## src/rtl/if_id_stage.sv

```systemverilog
// ---------------------------------------------------------------------------
// if_id_stage
//
// Instruction-fetch stage plus IF/ID pipeline register for the single-issue
// MIPS datapath. Owns the PC, talks to instruction memory with a req/ready
// handshake, parks one fetched word in a side buffer while decode is
// stalled, and flushes wrong-path work on a branch/jump redirect. Empty
// slots are presented to decode as an all-zero instruction (a NOP).
//
// Parameters:
//   RESET_PC     PC value loaded on reset
//
// Ports:
//   clk          rising-edge clock
//   rst          synchronous, active-high reset
//   imem_req     fetch request, held until imem_ready
//   imem_addr    fetch address, stable while imem_req is high
//   imem_ready   memory accepts request; imem_rdata valid same cycle
//   imem_rdata   instruction word from memory
//   stall        decode cannot accept; IF/ID register holds
//   redirect     one-cycle pulse for a taken branch or jump
//   redirect_pc  new PC (bits [1:0] forced to zero)
//   id_valid     IF/ID holds a real instruction
//   id_instr     instruction to decode (0 when not valid)
//   id_pc4       PC+4 of id_instr (0 when not valid)
//   id_op        id_instr[31:26]
//   id_func      id_instr[5:0]
//
// Optional build macro IF_PERF_CNT_EN adds:
//   fetch_cnt    count of IF/ID loads carrying a valid instruction
//   bubble_cnt   count of IF/ID bubble loads, redirect flushes included
// ---------------------------------------------------------------------------
module if_id_stage #(
    parameter logic [31:0] RESET_PC = 32'h0000_0000
) (
    input  logic        clk,
    input  logic        rst,
    output logic        imem_req,
    output logic [31:0] imem_addr,
    input  logic        imem_ready,
    input  logic [31:0] imem_rdata,
    input  logic        stall,
    input  logic        redirect,
    input  logic [31:0] redirect_pc,
    output logic        id_valid,
    output logic [31:0] id_instr,
    output logic [31:0] id_pc4,
    output logic [5:0]  id_op,
    output logic [5:0]  id_func
`ifdef IF_PERF_CNT_EN
    ,
    output logic [31:0] fetch_cnt,
    output logic [31:0] bubble_cnt
`endif
);

    typedef enum logic [1:0] {
        S_FETCH = 2'd0,
        S_HOLD  = 2'd1,
        S_KILL  = 2'd2
    } state_t;

    state_t      state;
    logic [31:0] pc;
    logic [31:0] pc_plus4;
    logic [31:0] buf_instr;
    logic [31:0] buf_pc4;
    logic [31:0] kill_addr;

    assign pc_plus4 = pc + 32'd4;

    // A KILL request cannot be withdrawn, so it keeps presenting the address
    // that was outstanding when the redirect hit; pc already points at the
    // redirect target by then.
    assign imem_req  = !rst && (state != S_HOLD);
    assign imem_addr = (state == S_KILL) ? kill_addr : pc;

    assign id_op   = id_instr[31:26];
    assign id_func = id_instr[5:0];

    // Redirect outranks stall: the flush must happen even when decode is
    // frozen, otherwise a wrong-path instruction would survive in IF/ID.
    always_ff @(posedge clk) begin
        if (rst) begin
            state     <= S_FETCH;
            pc        <= RESET_PC;
            buf_instr <= 32'd0;
            buf_pc4   <= 32'd0;
            kill_addr <= 32'd0;
            id_valid  <= 1'b0;
            id_instr  <= 32'd0;
            id_pc4    <= 32'd0;
`ifdef IF_PERF_CNT_EN
            fetch_cnt  <= 32'd0;
            bubble_cnt <= 32'd0;
`endif
        end else if (redirect) begin
            id_valid <= 1'b0;
            id_instr <= 32'd0;
            id_pc4   <= 32'd0;
            pc       <= {redirect_pc[31:2], 2'b00};
`ifdef IF_PERF_CNT_EN
            bubble_cnt <= bubble_cnt + 32'd1;
`endif
            case (state)
                S_FETCH: begin
                    // A word arriving this cycle is simply dropped; an
                    // unanswered request has to be drained in KILL.
                    if (!imem_ready) begin
                        state     <= S_KILL;
                        kill_addr <= pc;
                    end
                end
                S_HOLD:  state <= S_FETCH;
                S_KILL:  state <= S_KILL;
                default: state <= S_FETCH;
            endcase
        end else begin
            case (state)
                S_FETCH: begin
                    if (imem_ready && !stall) begin
                        id_valid <= 1'b1;
                        id_instr <= imem_rdata;
                        id_pc4   <= pc_plus4;
                        pc       <= pc_plus4;
`ifdef IF_PERF_CNT_EN
                        fetch_cnt <= fetch_cnt + 32'd1;
`endif
                    end else if (imem_ready && stall) begin
                        buf_instr <= imem_rdata;
                        buf_pc4   <= pc_plus4;
                        pc        <= pc_plus4;
                        state     <= S_HOLD;
                    end else if (!imem_ready && !stall) begin
                        id_valid <= 1'b0;
                        id_instr <= 32'd0;
                        id_pc4   <= 32'd0;
`ifdef IF_PERF_CNT_EN
                        bubble_cnt <= bubble_cnt + 32'd1;
`endif
                    end
                end
                S_HOLD: begin
                    if (!stall) begin
                        id_valid <= 1'b1;
                        id_instr <= buf_instr;
                        id_pc4   <= buf_pc4;
                        state    <= S_FETCH;
`ifdef IF_PERF_CNT_EN
                        fetch_cnt <= fetch_cnt + 32'd1;
`endif
                    end
                end
                S_KILL: begin
                    // IF/ID already holds the bubble written by the redirect.
                    if (imem_ready) begin
                        state <= S_FETCH;
                    end
                end
                default: state <= S_FETCH;
            endcase
        end
    end

endmodule

```

## config.mk

```make
export PLATFORM = sky130hd
export DESIGN_NAME = if_id_stage
export DESIGN_NICKNAME = d
export VERILOG_FILES = /design/src/rtl/if_id_stage.sv
export SDC_FILE = /design/constraint.sdc
export NUM_CORES = 1
export LEC_CHECK = 0
export ABC_CLOCK_PERIOD_IN_PS = 3800
export CORE_MARGIN = 2
export CORE_UTILIZATION = 25
export CTS_CLUSTER_SIZE = 10
export DETAILED_ROUTE_END_ITERATION = 6
export PLACE_DENSITY = 0.44
export SLEW_MARGIN = 10
export SYNTH_ARGS = -nofsm -noshare
export SYNTH_HDL_FRONTEND = slang
export SYNTH_SLANG_ARGS = --single-unit
```

## constraint.sdc

```tcl
create_clock -name clk -period 3.8 [get_ports clk]
set_input_delay 0.76 -clock clk [delete_from_list [all_inputs] [get_ports clk]]
set_output_delay 0.76 -clock clk [all_outputs]
set_load 0.03 [all_outputs]
```

==> impl_metrics.toml <==
[status]
status = "finished clean"

[power_and_ir_drop]
p_total_uw = 4790
vdd_drop_max_mv = 0.358
power.density_nw_per_um2 = 429
leakage_uw = 0.00379

[routing]
num_vias = 7916
wirelength_um = 29800
drtIter0Drc = 474
vias_per_cell = 4.86
wl_per_cell_um = 18.3
remaining_drc_errors = 0
ant_nets = 0
first_pass_iters = 5

[yosys]
synth_cell_type_count = 51
seq_area_frac_synth = 0.435
synthAdderAreaFrac = 0.00262
syn_avg_cell_area_um2 = 7.98
synth.area.mux_share = 0.0423
netlist_instances = 1078
synthArstFlopShare = 0
synthXorXnorAreaFrac = 0.0448
synth_compound_area_frac = 0.193
synth_edf_count = 0
yosys.area_share.simple = 0.214
synth_top_family_by_area = "simple AND/OR/NAND/NOR gates"
syn_area_um2 = 8600
ys_seq_elements = 187
synthFlopType = "dfxtp_1"
ys.warnings.count = 0

[worst_setup_path]
critPathSlowestCell = "clkdlybuf4s50_1"
start_kind = "register"
crit_type = "register to primary output"
crit_chain = "inv_1 -> nor2_2 -> buf_4 -> mux2_2 -> clkdlybuf4s50_1"
max_stage_delay_ns = 0.61
crit_fanout = 18
critPathBufInv = 3
arrival_ns = 2.60
cpLargestDelayFamily = "buffers and inverters"
cp-end-kind = "primary output"
required_ns = 3.04

[worst_hold_path]
hp-class = "register to register"

[global_routing]
grt_util_all_layers = 0.165
grt_max_degree = 61
grt_antenna_before_repair = 1
first_global_vias = 7660
grt_pass1_wl_um = 45700
grt_overflow = 0

[timing]
finalCriticalPeriod_ns = 3.36
setup_violations = 0
slew_viol_final = 0
rsz0062_at_grt = "false"
max-slew-margin-rel = 0.439
fin_crit_sh = 0.884
fmax_ghz = 0.298
hold_violations = 0
clock_skew_ns = 0.00982
timing.setup.tns_ns = 0
worst_slack_ns = 0.441
tightest_slew_ns = 0.839

[floorplanning]
start_util = 0.255
io_pins = 179
dieArea_um2 = 35900
fp.coreArea_um2 = 33700
rows = 67
die_h_um = 189
chipWidth_um = 189

[layout]
syn_to_final_growth_pct = 29.8
nets = 1239
nFillCells = 3569
drive_gt1_frac = 0.0804

[clocking]
tritoncts = "yes"
cts_resized = 0
post_cts_buffers = 0
cts.htree.levels = 4
cts-root-buf = "clkbuf_16"
clockBufferDepth = 2
cts_hold_buf = 0
cts-buffers-inserted = 17
clk_latency_ns = 0.45
cts.sinks = 187
clk_pin_slew_worst_paths_ns = 0.07

[placed_design]
place_ws_ns = 0.546
numPortBuffers = 172
dp_hpwl_um = 20400
place.gp.congestion = 0.866

[flow_run]
max_cap_viol_count = 0
## tightest hold or removal path: cells and delay by family (launching register included)
kind	cells	cell delay [ns]
simple gates	1	0.05
flops	1	0.31
compound gates	1	0.05
## placed cells by master (no fill, tap or decap), drive strengths merged, types with 3 or more instances in the layout
master and n:
a211oi 27, a21o 3, a21oi 116, a221oi 34
and2 4, and3 4, and4 5, buf 23
bufinv 3, clkbuf 18, clkdlybuf4s50 171, clkinvlp 4
conb 4, dfxtp 187, inv 12, mux2 27
mux2i 6, nand2 164, nand3 18, nand4 11
nor2 105, nor3 62, nor4 17, o211a 5
o211ai 3, o21a 8, o21ai 57, o31a 8
or3 7, xnor2 27, xor2 17
## report_power, final
part	switching [uW]	internal [uW]	leakage, uW
registers	89.2	2040	0.00153
clock network	875	1050	0.000285
logic	429	300	0.00198
## synth_stat cells, types with 6 or more instances
| cell | instances | area, um2 |
|---|---|---|
| xnor2_1 | 27 | 236 |
| nor2_1 | 105 | 394 |
| mux2i_1 | 6 | 60.1 |
| xor2_1 | 17 | 149 |
| buf_4 | 19 | 143 |
| a211oi_1 | 27 | 203 |
| nand4_1 | 11 | 68.8 |
| o21a_1 | 8 | 60.1 |
| dfxtp_1 | 187 | 3740 |
| nand3_1 | 17 | 85.1 |
| nor3_1 | 62 | 310 |
| buf_2 | 14 | 70.1 |
| nor4_1 | 17 | 106 |
| buf_1 | 7 | 26.3 |
| o21ai_0 | 57 | 285 |
| a21oi_1 | 116 | 581 |
| a221oi_1 | 34 | 298 |
| o31a_1 | 8 | 70.1 |
| or3_1 | 7 | 43.8 |
| clkbuf_1 | 85 | 319 |
| mux2_2 | 27 | 304 |
| nand2_1 | 164 | 616 |
## metal layers
layer / vias to the layer above / wire length [um] / global-route usage
li1: 3921 / - / -
met1: 3786 / 14400 / 0.229
met2: 189 / 13600 / 0.262
met3: 20 / 1480 / 0.0315
met4: 0 / 323 / 0.0411
met5: - / 0 / 0
## per-stage QoR
stage / area (um2) / hold slack [ns] / util / std cells
3_5_place_dp: 10600 / 0.443 / 0.313 / 1598
3_3_place_gp: 10600 / 0.438 / 0.313 / 1598
5_1_grt: 11200 / 0.472 / 0.331 / 1630
4_1_cts: 11200 / 0.456 / 0.331 / 1629
2_1_floorplan: 8610 / 0.433 / - / 1081
6_report: 11200 / 0.453 / 0.331 / 1630
## worst paths after layout
kind / end / slack [ns] / cells after the start / startpoint
hold reg to reg: kill_addr[15] / 0.45 / 2 / kill_addr[15]
hold / removal: kill_addr[15] / 0.45 / 2 / kill_addr[15]
setup / recovery: imem_addr[5] / 0.44 / 5 / state[1]
setup reg to reg: id_pc4[29] / 1.18 / 5 / pc[9]
## area by class of cell
type	count	area (um2)	area share
inverter	6	22.5	0.00202
sequential	187	3740	0.335
clock buffer	18	429	0.0384
timing repair buffer	194	1910	0.171
clock inverter	13	180	0.0161
multi-input combinational	763	4320	0.387
tap	448	561	0.0502
antenna	1	2.50	0.000224
## cells by family (layout without fill, tap and decap cells)
kind of cell	count (synthesis)	count (layout)
other	1	5
buffers and inverters	131	231
XOR/XNOR	44	44
flip-flops	187	187
AO/OA/AOI/OAI	269	269
multiplexers	33	33
adder cells (fa/ha/maj)	2	2
AND/OR/NAND/NOR	411	411
## registers in the layout, summed over array words and instances (netlist names)
name,flops
buf_instr,32
id_valid,1
state,2
buf_pc4,30
id_pc4,30
kill_addr,30
pc,30
id_instr,32
No activity file was read; power rests on OpenSTA's default activity.
==> variant 1: new RTL, config.mk and constraints unchanged <==
Build with the macro `IF_PERF_CNT_EN` defined.
--- a/src/rtl/if_id_stage.sv
+++ b/src/rtl/if_id_stage.sv
@@ -30,6 +30,8 @@
 //   fetch_cnt    count of IF/ID loads carrying a valid instruction
 //   bubble_cnt   count of IF/ID bubble loads, redirect flushes included
 // ---------------------------------------------------------------------------
+`define IF_PERF_CNT_EN
+
 module if_id_stage #(
     parameter logic [31:0] RESET_PC = 32'h0000_0000
 ) (
New outputs: bubble_cnt and fetch_cnt. Check against the original RTL: not settled (the Yosys comparison gave no result); the edit may change what the design does.
==> variant 1 against the original RTL <==
- count of clock-buffer cells in the layout rose by 30
- wire length rose by 30%
- first-iteration DRC count rose by 5.7%
- sequential cell count rose by 64
- cell area rose by 37%
- combinational power rose by 8.6%
- core utilization rose by 0.55 points
- total power rose by 38%
- setup slack improved by 0.039 ns
- area after synthesis rose by 34%
- largest cell class unchanged
- largest power group is now clock
==> variant 1: results (changes against the original RTL) <==
\begin{tabular}{lr}
\hline
Metric & Value \\
\hline
\multicolumn{2}{l}{\textbf{Routing}} \\
\quad Via density per instance & 4.81 (was 4.86) \\
\quad Top routing layer in use & met5 (was met4) \\
\quad DRT Wirelength & 38.9 mm (was 29.8 mm) \\
\quad Sum of met2 wire segment lengths after detailed routing & 17.3 mm (was 13.6 mm) \\
\quad Met3 routed WL & 2.35 mm (was 1.48 mm) \\
\multicolumn{2}{l}{\textbf{Clocking}} \\
\quad Maximum clock path buffer count & 3 (was 2) \\
\quad H-tree levels & 2 (was 4) \\
\quad Clk\_lat worst skew & 0.53 ns (was 0.45 ns) \\
\quad CTS buffer count & 34 (was 17) \\
\multicolumn{2}{l}{\textbf{Worst setup path}} \\
\quad Terminus of the critical flop-to-flop path & pc[31] (was id\_pc4[29]) \\
\multicolumn{2}{l}{\textbf{Pwr}} \\
\quad Proportion of power drawn by flip-flops and latches & 42.5\% (was 44.5\%) \\
\quad Internal Pwr Total & 4850 uW (was 3400 uW) \\
\quad Leakage power total & 0.00525 uW (was 0.00379 uW) \\
\multicolumn{2}{l}{\textbf{Place}} \\
\quad Placed Cells & 2131 (was 1598) \\
\quad Post-placement cell area & 14300 sq um (was 10600 sq um) \\
\quad Worst slack at placement & 0.652 ns (was 0.546 ns) \\
\multicolumn{2}{l}{\textbf{Finish}} \\
\quad Number of diodes & 0 (was 1) \\
\quad Net total in the final layout & 1639 (was 1239) \\
\quad Post-Layout Cell Count & 2186 (was 1630) \\
\quad Filler cell count in the final layout & 4861 (was 3569) \\
\multicolumn{2}{l}{\textbf{Synth}} \\
\quad Post-synthesis share of cell area spent on full adders, half adders and majority gates & 0.411\% (was 0.262\%) \\
\quad Post-synthesis compound-gate area fraction & 14.8\% (was 19.3\%) \\
\quad Sequential element share of the synthesized area & 43.5\% (about the same) \\
\multicolumn{2}{l}{\textbf{GRT}} \\
\quad Maximum number of pins on one net before global-route repair & 187 (was 61) \\
\quad Met3 Resource Use GR & 3.91\% (was 3.15\%) \\
\quad Vias in the first global route & 9947 (was 7660) \\
\multicolumn{2}{l}{\textbf{Run status}} \\
\quad Status & complete, no violations (unchanged) \\
\hline
\end{tabular}
-- variant 1: changes by cell type in the layout (fill, tap and decap cells not counted), sizes merged, moves of 15 or more --
cell | unedited run | this run
nor2 | 105 | 182
clkdlybuf4s50 | 171 | 235
xor2 | 17 | 50
nand4 | 11 | 38
nand3 | 18 | 33
nand2 | 164 | 180
xnor2 | 27 | 48
dfxtp | 187 | 251
clkbuf | 18 | 48
-- variant 1: critical path: stages, from the launching register on --
cell	delay, ns
dfxtp_1	0.43
nand2b_1	0.12
buf_4	0.42
mux2_2	0.44
clkdlybuf4s50_1	0.62
-- variant 1: cell type report --
class,count,area share (%)
multi-input combinational,1011,38.5
sequential,251,32.8
timing repair buffer,261,16.9
clock buffer,48,6.23
tap,600,4.90
clock inverter,7,0.449
inverter,8,0.196
==> variant 2: new RTL, config.mk and constraints unchanged <==
Without the edit above. Make the reset (`rst`) asynchronous in one clocked block. Comments in the files are not updated.
--- a/src/rtl/if_id_stage.sv
+++ b/src/rtl/if_id_stage.sv
@@ -80,7 +80,7 @@
 
     // Redirect outranks stall: the flush must happen even when decode is
     // frozen, otherwise a wrong-path instruction would survive in IF/ID.
-    always_ff @(posedge clk) begin
+    always_ff @(posedge clk or posedge rst) begin
         if (rst) begin
             state     <= S_FETCH;
             pc        <= RESET_PC;
Check against the original RTL: differs if rst is asserted again (counterexample within 4 cycles, from zero or initial values and one cycle with rst high); with rst held inactive, the same outputs for 4 cycles.
==> variant 2 against the original RTL <==
- cell area increased by 4.2%
- sequential power grew 22%
- total power is 21% higher
- count of clock-buffer cells in the layout stayed put
- register-to-register slack improved by 0.07 ns
- setup slack better by 0.14 ns
- synthesized cell count down 24%
- first-iteration DRC count down 23%
- final cell count decreased by 13%
- area after synthesis is 2.9% higher
- sequential cell count up 1
- largest power group unchanged
- wire length decreased by 14%
- critical endpoint is now imem_addr[7]
- critical path type unchanged
==> variant 2: results (changes against the original RTL) <==
\begin{tabular}{lr}
\hline
Metric & Value \\
\hline
\multicolumn{2}{l}{\textbf{GRT}} \\
\quad Combined global-route utilization of all metal layers & 14.0\% (was 16.5\%) \\
\quad Vias in the first global route & 6437 (was 7660) \\
\quad Wire length of the first global-routing pass & 39.2 mm (was 45.7 mm) \\
\multicolumn{2}{l}{\textbf{Synth}} \\
\quad Sequential element share of the synthesized area & 53.2\% (was 43.5\%) \\
\quad Syn\_area\_per\_cell & 10.8 sq um (was 7.98 sq um) \\
\quad Most frequent cells after synthesis & dfrtp\_1, mux2\_2, nand2\_1 (was dfxtp\_1, nand2\_1, a21oi\_1) \\
\quad Post-synthesis async set-or-reset flop share & 100\% (was 0\%) \\
\multicolumn{2}{l}{\textbf{Worst setup path}} \\
\quad Number of cells on the worst reg-to-reg path & 6 (was 5) \\
\quad Critical path fanouts, max & 29 (was 18) \\
\quad Arrival time reported for the critical path endpoint & 2.46 ns (was 2.60 ns) \\
\quad R2r startpoint & pc[2] (was pc[9]) \\
\multicolumn{2}{l}{\textbf{Min path}} \\
\quad Launch point of the worst hold path & id\_instr[16] (was kill\_addr[15]) \\
\multicolumn{2}{l}{\textbf{Place}} \\
\quad Final RePlAce weighted congestion & 0.702 (was 0.866) \\
\quad Count of buffers from port buffering & 174 (was 172) \\
\multicolumn{2}{l}{\textbf{Finish}} \\
\quad Net total in the final layout & 1019 (was 1239) \\
\quad Number of diodes & 0 (was 1) \\
\quad Layout cells sized above 1 & 17.5\% (was 8.04\%) \\
\quad Filler cell count in the final layout & 3564 (was 3569) \\
\quad Post-Layout Cell Count & 1417 (was 1630) \\
\quad Regs by FF count & buf\_instr (32), id\_instr (32), id\_pc4 (31) (was buf\_instr (32), id\_instr (32)) \\
\multicolumn{2}{l}{\textbf{STA}} \\
\quad Slew Limit Headroom & 37.7\% (was 43.9\%) \\
\quad Clock Skews & 0.0138 ns (was 0.00982 ns) \\
\multicolumn{2}{l}{\textbf{Routing}} \\
\quad Wl on met1 & 12.4 mm (was 14.4 mm) \\
\quad Met3 routed WL & 1.31 mm (was 1.48 mm) \\
\quad Number of DRC markers after the initial detailed-route iteration & 366 (was 474) \\
\quad Via density per instance & 4.57 (was 4.86) \\
\multicolumn{2}{l}{\textbf{Pwr}} \\
\quad Peak ir drop on the vdd network & 0.302 mV (was 0.358 mV) \\
\quad Leakage power total & 0.00452 uW (was 0.00379 uW) \\
\multicolumn{2}{l}{\textbf{Run status}} \\
\quad Status & complete, no violations (unchanged) \\
\hline
\end{tabular}
## variant 2: changes by cell type in the layout (fill, tap and decap cells not counted), moves of 27 or more
cell / before / now
a211oi_1: 27 / 0
a221oi_1: 34 / 0
dfxtp_1: 186 / 0
dfrtp_1: 0 / 188
nor3_1: 62 / 2
a21oi_1: 116 / 31
nand2_1: 164 / 84
mux2_2: 27 / 99
nor2_1: 103 / 42
a22oi_1: 0 / 61
## variant 2: worst register-to-register path: stages (launching register included)
cell and delay [ns]:
dfrtp_1 0.57, ha_1 0.35, nand4_1 0.25, nor2_1 0.61
nand4_1 0.22, xor2_1 0.32, o21ai_0 0.12
## variant 2: worst max path at each step
stage / slack, ns / from / cells past startpoint / end
5_1_grt: 0.47 / state[1] / 4 / imem_addr[7]
2_1_floorplan: 0.62 / rst / 1 / buf_instr[0]
3_3_place_gp: 0.77 / imem_ready / 6 / pc[30]
3_5_place_dp: 0.78 / imem_ready / 6 / pc[30]
4_1_cts: 0.54 / state[1] / 4 / imem_addr[22]
6_report: 0.58 / state[1] / 4 / imem_addr[7]
## variant 2: where the power goes
part	total, uW	leakage (uW)	internal (uW)	switching, uW
clock	1900	0.000304	1020	875
combinational	1300	0.00186	635	667
sequential	2600	0.00236	2360	241
## variant 2: metrics by stage
step	power [uW]	util [%]	area, sq um	worst slack (ns)	hold WS, ns
after floorplan	3450	-	8850	0.620	0.474
after global routing	6120	33.5	11600	0.469	0.502
after global placement	3940	31.7	11000	0.772	0.459
after detailed placement	3970	31.7	11000	0.778	0.470
final	5800	33.5	11600	0.583	0.478
after CTS	5910	33.5	11600	0.541	0.486
## variant 2: area by class of cell
type                            instances  area share [%]
Inverter                                7           0.258
Clock inverter                         14            1.55
Timing Repair Buffer                  192            16.6
Multi-Input combinational cell        543            32.4
Sequential cell                       188            40.4
Tap cell                              455            4.89
Clock buffer                           18            3.78
## variant 2: layer usage
| layer | vias up | global-route usage, % |
|---|---|---|
| met3 | 12 | 3.27 |
| met2 | 164 | 22.2 |
| met5 | - | 0 |
| met1 | 3171 | 19.6 |
| li1 | 3121 | - |
| met4 | 2 | 2.73 |
## variant 2: logic make-up (layout without fill, tap and decap cells)
logic type | count (synthesis) | in the layout | synth area share [%]
xor gates and xnor gates | 57 | 57 | 5.64
AOI/OAI and AO/OA | 182 | 182 | 12.0
muxes | 101 | 101 | 12.8
buffers and inverters | 87 | 231 | 4.67
DFF | 188 | 188 | 53.2
adders and majority gates | 1 | 1 | 0.141
and+or+nand+nor | 200 | 200 | 11.5
other | 1 | 2 | 0.0424
